`config.mk`:
```
export PLATFORM = sky130hd
export DESIGN_NAME = pdm_demod
export DESIGN_NICKNAME = d
export VERILOG_FILES = /design/src/rtl/pdm_demod.sv
export SDC_FILE = /design/constraint.sdc
export NUM_CORES = 1
export LEC_CHECK = 0
export BUFFER_PORTS_ARGS = -buffer_cell sky130_fd_sc_hd__buf_2
export CAP_MARGIN = 20
export CORE_MARGIN = 8
export CORE_UTILIZATION = 40
export CTS_BUF_LIST = sky130_fd_sc_hd__clkbuf_2
export CTS_CLUSTER_DIAMETER = 40
export DETAILED_ROUTE_END_ITERATION = 8
export GPL_TIMING_DRIVEN = 0
export PLACE_DENSITY = 0.65
export SYNTH_ARGS = -nofsm -noshare
export SYNTH_HDL_FRONTEND = slang
export SYNTH_SLANG_ARGS = --single-unit
export TNS_END_PERCENT = 100
```
`constraint.sdc`:
```
create_clock -name clk -period 4.53 [get_ports clk]
set_input_delay 0.453 -clock clk [delete_from_list [all_inputs] [get_ports clk]]
set_output_delay 0.453 -clock clk [all_outputs]
set_load 0.005 [all_outputs]
```
`src/rtl/pdm_demod.sv`:
```
// ---------------------------------------------------------------------------
// pdm_demod
// First-order PDM demodulator. Counts ones in a 1-bit pulse-density stream
// over fixed windows of 2**DECIM_LOG2 clocks and presents each window count,
// saturated to DECIM_LOG2 bits, in a holding register with a valid/ack
// handshake and sticky overrun detection.
//
// Parameters:
//   DECIM_LOG2   log2 of window length N (legal 2..8); also the sample width
//
// Ports:
//   clk          in   1           rising-edge clock
//   reset        in   1           asynchronous, active-high reset
//   enable       in   1           run demodulation; low discards the window
//   pdm_in       in   1           PDM bitstream, one bit per clk
//   sample       out  DECIM_LOG2  last completed window count, saturated
//   sample_valid out  1           sample holds an unacknowledged result
//   sample_ack   in   1           consumer accepts sample
//   overrun      out  1           sticky: a result was overwritten unacked
//
// Build option:
//   PDM_DEMOD_SYNC_EN  when defined, pdm_in passes through a 2-flop
//                      synchronizer (independent of enable) before counting.
// ---------------------------------------------------------------------------
module pdm_demod #(
    parameter int DECIM_LOG2 = 5
) (
    input  logic                  clk,
    input  logic                  reset,
    input  logic                  enable,
    input  logic                  pdm_in,
    output logic [DECIM_LOG2-1:0] sample,
    output logic                  sample_valid,
    input  logic                  sample_ack,
    output logic                  overrun
);

    // Window position N-1 and the largest representable sample are both
    // all-ones at DECIM_LOG2 bits.
    localparam logic [DECIM_LOG2-1:0] WCNT_LAST  = {DECIM_LOG2{1'b1}};
    localparam logic [DECIM_LOG2-1:0] SAMPLE_MAX = {DECIM_LOG2{1'b1}};
    localparam logic [DECIM_LOG2-1:0] WCNT_ONE   = {{(DECIM_LOG2-1){1'b0}}, 1'b1};

    logic [DECIM_LOG2-1:0] wcnt_r;
    logic [DECIM_LOG2:0]   ones_r;
    logic                  bit_s;
    logic [DECIM_LOG2:0]   total_s;
    logic [DECIM_LOG2-1:0] sat_s;
    logic                  last_s;

`ifdef PDM_DEMOD_SYNC_EN
    logic [1:0] sync_r;

    // Two-flop synchronizer for an asynchronous PDM source; runs regardless of enable.
    always_ff @(posedge clk or posedge reset) begin
        if (reset) begin
            sync_r <= 2'b00;
        end else begin
            sync_r <= {sync_r[0], pdm_in};
        end
    end

    assign bit_s = sync_r[1];
`else
    assign bit_s = pdm_in;
`endif

    // Window total including the current bit, and its saturated sample value.
    always_comb begin
        total_s = ones_r + {{DECIM_LOG2{1'b0}}, bit_s};
        last_s  = (wcnt_r == WCNT_LAST);
        // A full window of ones (N) does not fit; clamp it to N-1.
        if (total_s[DECIM_LOG2]) begin
            sat_s = SAMPLE_MAX;
        end else begin
            sat_s = total_s[DECIM_LOG2-1:0];
        end
    end

    // Window counting, result holding register and handshake/overrun tracking.
    always_ff @(posedge clk or posedge reset) begin
        if (reset) begin
            wcnt_r       <= {DECIM_LOG2{1'b0}};
            ones_r       <= {(DECIM_LOG2+1){1'b0}};
            sample       <= {DECIM_LOG2{1'b0}};
            sample_valid <= 1'b0;
            overrun      <= 1'b0;
        end else if (!enable) begin
            // Partial window is discarded; the held result stays readable.
            wcnt_r  <= {DECIM_LOG2{1'b0}};
            ones_r  <= {(DECIM_LOG2+1){1'b0}};
            overrun <= 1'b0;
            if (sample_ack) begin
                sample_valid <= 1'b0;
            end else begin
                sample_valid <= sample_valid;
            end
        end else if (last_s) begin
            wcnt_r       <= {DECIM_LOG2{1'b0}};
            ones_r       <= {(DECIM_LOG2+1){1'b0}};
            sample       <= sat_s;
            sample_valid <= 1'b1;
            // An ack on the completion edge consumes the old result in time.
            if (sample_valid && !sample_ack) begin
                overrun <= 1'b1;
            end else begin
                overrun <= overrun;
            end
        end else begin
            wcnt_r <= wcnt_r + WCNT_ONE;
            ones_r <= total_s;
            if (sample_ack) begin
                sample_valid <= 1'b0;
            end else begin
                sample_valid <= sample_valid;
            end
        end
    end

endmodule

```
== Yosys cells after proc, flatten, opt, wreduce, memory -nomap -nowiden ==
Cells that the tools add are included.
Storage, ports and cells
  logic and storage cells: 25
  input port bits: 5
  memories: 0
  latch bits: 0
  register bits: 18
  output and inout bits: 7
  bits in writable memories: 0
  bits in read-only memories: 0
Cells by class
  div/mod/pow operators: 0
  equality and inequality tests: 3
  order comparisons: 0
  shift-type cells: 0
  muxes and demuxes: 11
  multipliers: 0
  add/subtract/negate cells: 2
  reduce and logical (&&, ||, !) cells: 4
  bitwise gates (word level): 0
Operator list (count)
  $mux 5: 3
  $mux 6: 2
  $add 6x1->6: 1
  $mux 1: 6
  $add 5x1->5 const B: 1
  $eq 5x5->1 const B: 1
  $ne 2x1->1 const B: 2
  $reduce_and 2->1: 2
  $logic_and 1x1->1: 1
  $logic_not 1->1: 1

== Logic depth before layout (Yosys ltp) ==
  depth in word-level cells: 5
  mapped depth: 7
  depth with buffers taken out: 6

== Worst setup path before layout ==
No wires, ideal clock.
  path type: reg2reg
  from: register wcnt_r[0]
  to: register sample[0]
  path buffers: 1
  setup time: 0.088 ns
  arrival: 1.462 ns
  required time: 4.442 ns
  stages on the path, launching flop included: 7
  path slack: 2.980 ns
  path through: dfrtp_1 -> ha_1 -> and3_1 -> ha_1 -> and2_1 -> buf_1 -> a41oi_1
Between the ends
  word-level cells in the longest chain between the ends: 2
RTL lines
  start: declaration: line 44  | logic [DECIM_LOG2-1:0] wcnt_r;
  start signal: assignment: line 83  | wcnt_r <= {DECIM_LOG2{1'b0}};
  start signal: assignment: line 90  | wcnt_r <= {DECIM_LOG2{1'b0}};
  start signal: assignment: line 99  | wcnt_r <= {DECIM_LOG2{1'b0}};
  $eq 5x5->1: line 71  | last_s = (wcnt_r == WCNT_LAST);
  $reduce_and 2->1 (no source line)
  end signal: assignment: line 85  | sample <= {DECIM_LOG2{1'b0}};
  end signal: assignment: line 101  | sample <= sat_s;
  end: declaration: line 32  | output logic [DECIM_LOG2-1:0] sample,
No other way between the ends.
A chain may end at the register's enable or synchronous reset.

== Final worst setup path ==
  from: register wcnt_r[0]
  to: register sample[1]
Same word-level chain as after synthesis.

==> results_dict.tcl <==
set metrics [dict create \
    crit_arrival_ps 1920 \
    rsz0062_at_grt "no" \
    ant_nets 0 \
    setup.worst_path.start "wcnt_r[0]" \
    cts_root_buffer "clkbuf_2" \
    ys_ff_latch 18 \
    floorplan.core_area_um2 1902 \
    power_density_nw_per_um2 284.3 \
    slew_headroom_pct 55.35 \
    tns_ps 0 \
    rr_startpoint "wcnt_r[0]" \
    hold_ws_ps 206.2 \
    seq_area_frac_synth_pct 58.16 \
    synth_top_family_by_area "simple AND/OR/NAND/NOR gates" \
    power_mw 0.2508 \
    synth_compound_area_share_pct 8.562 \
    portBuffers 11 \
    synth_xor_xnor_area_share_pct 5.654 \
    grt_util_met1_pct 8.929 \
    clock_sinks 18 \
    outcome "finished clean" \
    area_growth_pct 13.89 \
    cp_data_required_time_ps 4750 \
    grt_pass1_vias 567 \
    rows 16 \
    drc 0 \
    syn-num-nets 79 \
    worst_slack_ps 2827 \
    cts_resized 0 \
    gr-usage-all-layers_pct 8.756 \
    maxCapViolations 0 \
    via_per_inst 4.937 \
    htreeDepth 1 \
    synthFlopType "dfrtp_1" \
    place_ws_ps 2766 \
    drive_gt1_share_pct 19.05 \
    final-setup-viol-count 0 \
    overflow 0 \
    num_vias 548 \
    crit_path_max_fanout 10 \
    ys_warn_count 0 \
    path_common_cell "ha_1" \
    top_usage_layer "met2" \
    leakagePower_nw 0.4553 \
    ys_types 20 \
    fin_crit_sh_pct 37.60 \
    grt_pass1_wl_um 2366 \
    worstSetupPathType "register to register" \
    routed_wl_um 1321 \
    io_pins 12 \
    start_kind "register" \
    design.die.area_um2 3600 \
    syn_area_um2 774.5 \
    post_drt_wl_per_cell_um 11.90 \
    cts_setup_buffers 0 \
    crit_slowest_cell "dfrtp_1" \
    die_x_um 60 \
    postCtsHoldBufs 0 \
    cp_slowest_stage_delay_ps 430 \
    antenna_found_initial 0 \
    worst_slew_pin_slew_ps 662.8 \
    synth-edff-count 0 \
    async_reset_ff_share_pct 100.0 \
    crit_chain "ha_1 > and3_1 > ha_1 > and2_1 > buf_1 > a41oi_1" \
    grt_start_max_net_pins 19 \
    period_needed_ps 1703 \
    yosys.area_share.simple_pct 16.48 \
    end_kind "register" \
    yosys.area_share.adder_pct 8.078 \
    postSynthCellCount 69 \
    grt.met2_usage_pct 15.08 \
    hold_class "primary input to async pin" \
    gp_congestion 0.7519 \
    drt_iter0_drc 8 \
    fmax_mhz 587.1 \
    clk_latency_ps 300 \
    numCtsBuffers 3 \
    muxShareOfSynthArea_pct 0 \
    nets 95 \
    die_h_um 60 \
    drtPass1Iterations 3 \
    initial_utilization_pct 40.72 \
    ir_drop_v 0.0001701 \
    dp_hpwl_um 1016 \
    slew_violations 0 \
    hold_violations 0 \
    use_met3_pct 4.086 \
    insertedDiodeCount 0 \
    clk_pin_slew_ps 170 \
    postSynthAreaPerCell_um2 11.22 \
    cts_tree "built" \
    clock_path_buffers 2 \
    skew_ps 11.90 \
]
==> metal layers <==
layer  part of all wire, %  up-vias
li1                      -      261
met1                    43      275
met2                    50       10
met3                   5.8        2
met4                  0.68        0
met5                     0        -
==> power breakdown <==
part           internal, mW  total [mW]  switching, mW
clock                0.0192      0.0680         0.0488
combinational       0.00563      0.0153        0.00969
sequential            0.165       0.167        0.00271
total                 0.190       0.251         0.0612
==> state kept, by name (all words and copies together), names as in the netlist <==
signal        flops
overrun           1
sample            5
wcnt_r            5
ones_r            6
sample_valid      1
==> cell type report <==
class                      count  area (um2)
clock buffer                   3       15.01
buffer                         2       8.758
tap                           27       33.78
multi-input combinational     45       300.3
timing repair buffer          11       55.05
clock inverter                 1       3.754
sequential                    18       450.4
inverter                       4       15.01
fill                         186        1020
==> logic make-up after synthesis <==
logic type	count (synthesis)
simple gates	26
buf+inv	6
xor+xnor	5
fa+ha+maj	5
flops	18
compound gates	9
==> metrics by stage <==
| step | std cells | util (%) | cell area [um2] |
|---|---|---|---|
| 2_1_floorplan | 69 | - | 774.5 |
| 3_3_place_gp | 107 | 45.39 | 863.3 |
| 3_5_place_dp | 107 | 45.39 | 863.3 |
| 4_1_cts | 111 | 46.38 | 882.1 |
| 5_1_grt | 111 | 46.38 | 882.1 |
| 6_report | 111 | 46.38 | 882.1 |
==> synthesized netlist by cell type (2+ instances only) <==
| cell | instances | area (um2) |
|---|---|---|
| dfrtp_1 | 18 | 450.4 |
| nor2_1 | 13 | 48.80 |
| a41oi_1 | 5 | 43.79 |
| ha_1 | 5 | 62.56 |
| inv_1 | 4 | 15.01 |
| and2_1 | 3 | 18.77 |
| xor2_1 | 3 | 26.28 |
| nand2_1 | 2 | 7.510 |
| nand2b_1 | 2 | 12.51 |
| nand3_1 | 2 | 10.01 |
| o21ai_0 | 2 | 10.01 |
| xnor2_1 | 2 | 17.52 |
==> critical path, delay by kind of cell (launching register included) <==
| family | cells | cell delay (ps) |
|---|---|---|
| simple gates | 2 | 340 |
| flops | 1 | 430 |
| fa+ha+maj | 2 | 410 |
| buf+inv | 1 | 200 |
| compound gates | 1 | 250 |
==> cell usage in the layout, fill, tap and decap left out, drive strengths merged <==
master	count
ha	5
a41oi	5
xnor2	2
clkinv	1
nand2b	2
buf	13
and3	1
clkbuf	3
nand3	3
o21ai	2
inv	4
or3	1
nand2	2
a21oi	1
nor3b	1
xor2	3
and2	3
o21a	1
dfrtp	18
nor2	13
==> final timing paths <==
| kind | slack, ps | to | cells after the start |
|---|---|---|---|
| setup / recovery | 2830 | sample[1] | 6 |
| hold reg to reg | 470 | wcnt_r[0] | 1 |
| min in group clk | 330 | sample_valid | 2 |
| setup reg to reg | 2830 | sample[1] | 6 |
| hold / removal | 210 | sample[3] | 2 |
| max in group asynchronous | 3890 | overrun | 2 |
No activity file was read; power rests on OpenSTA's default activity.
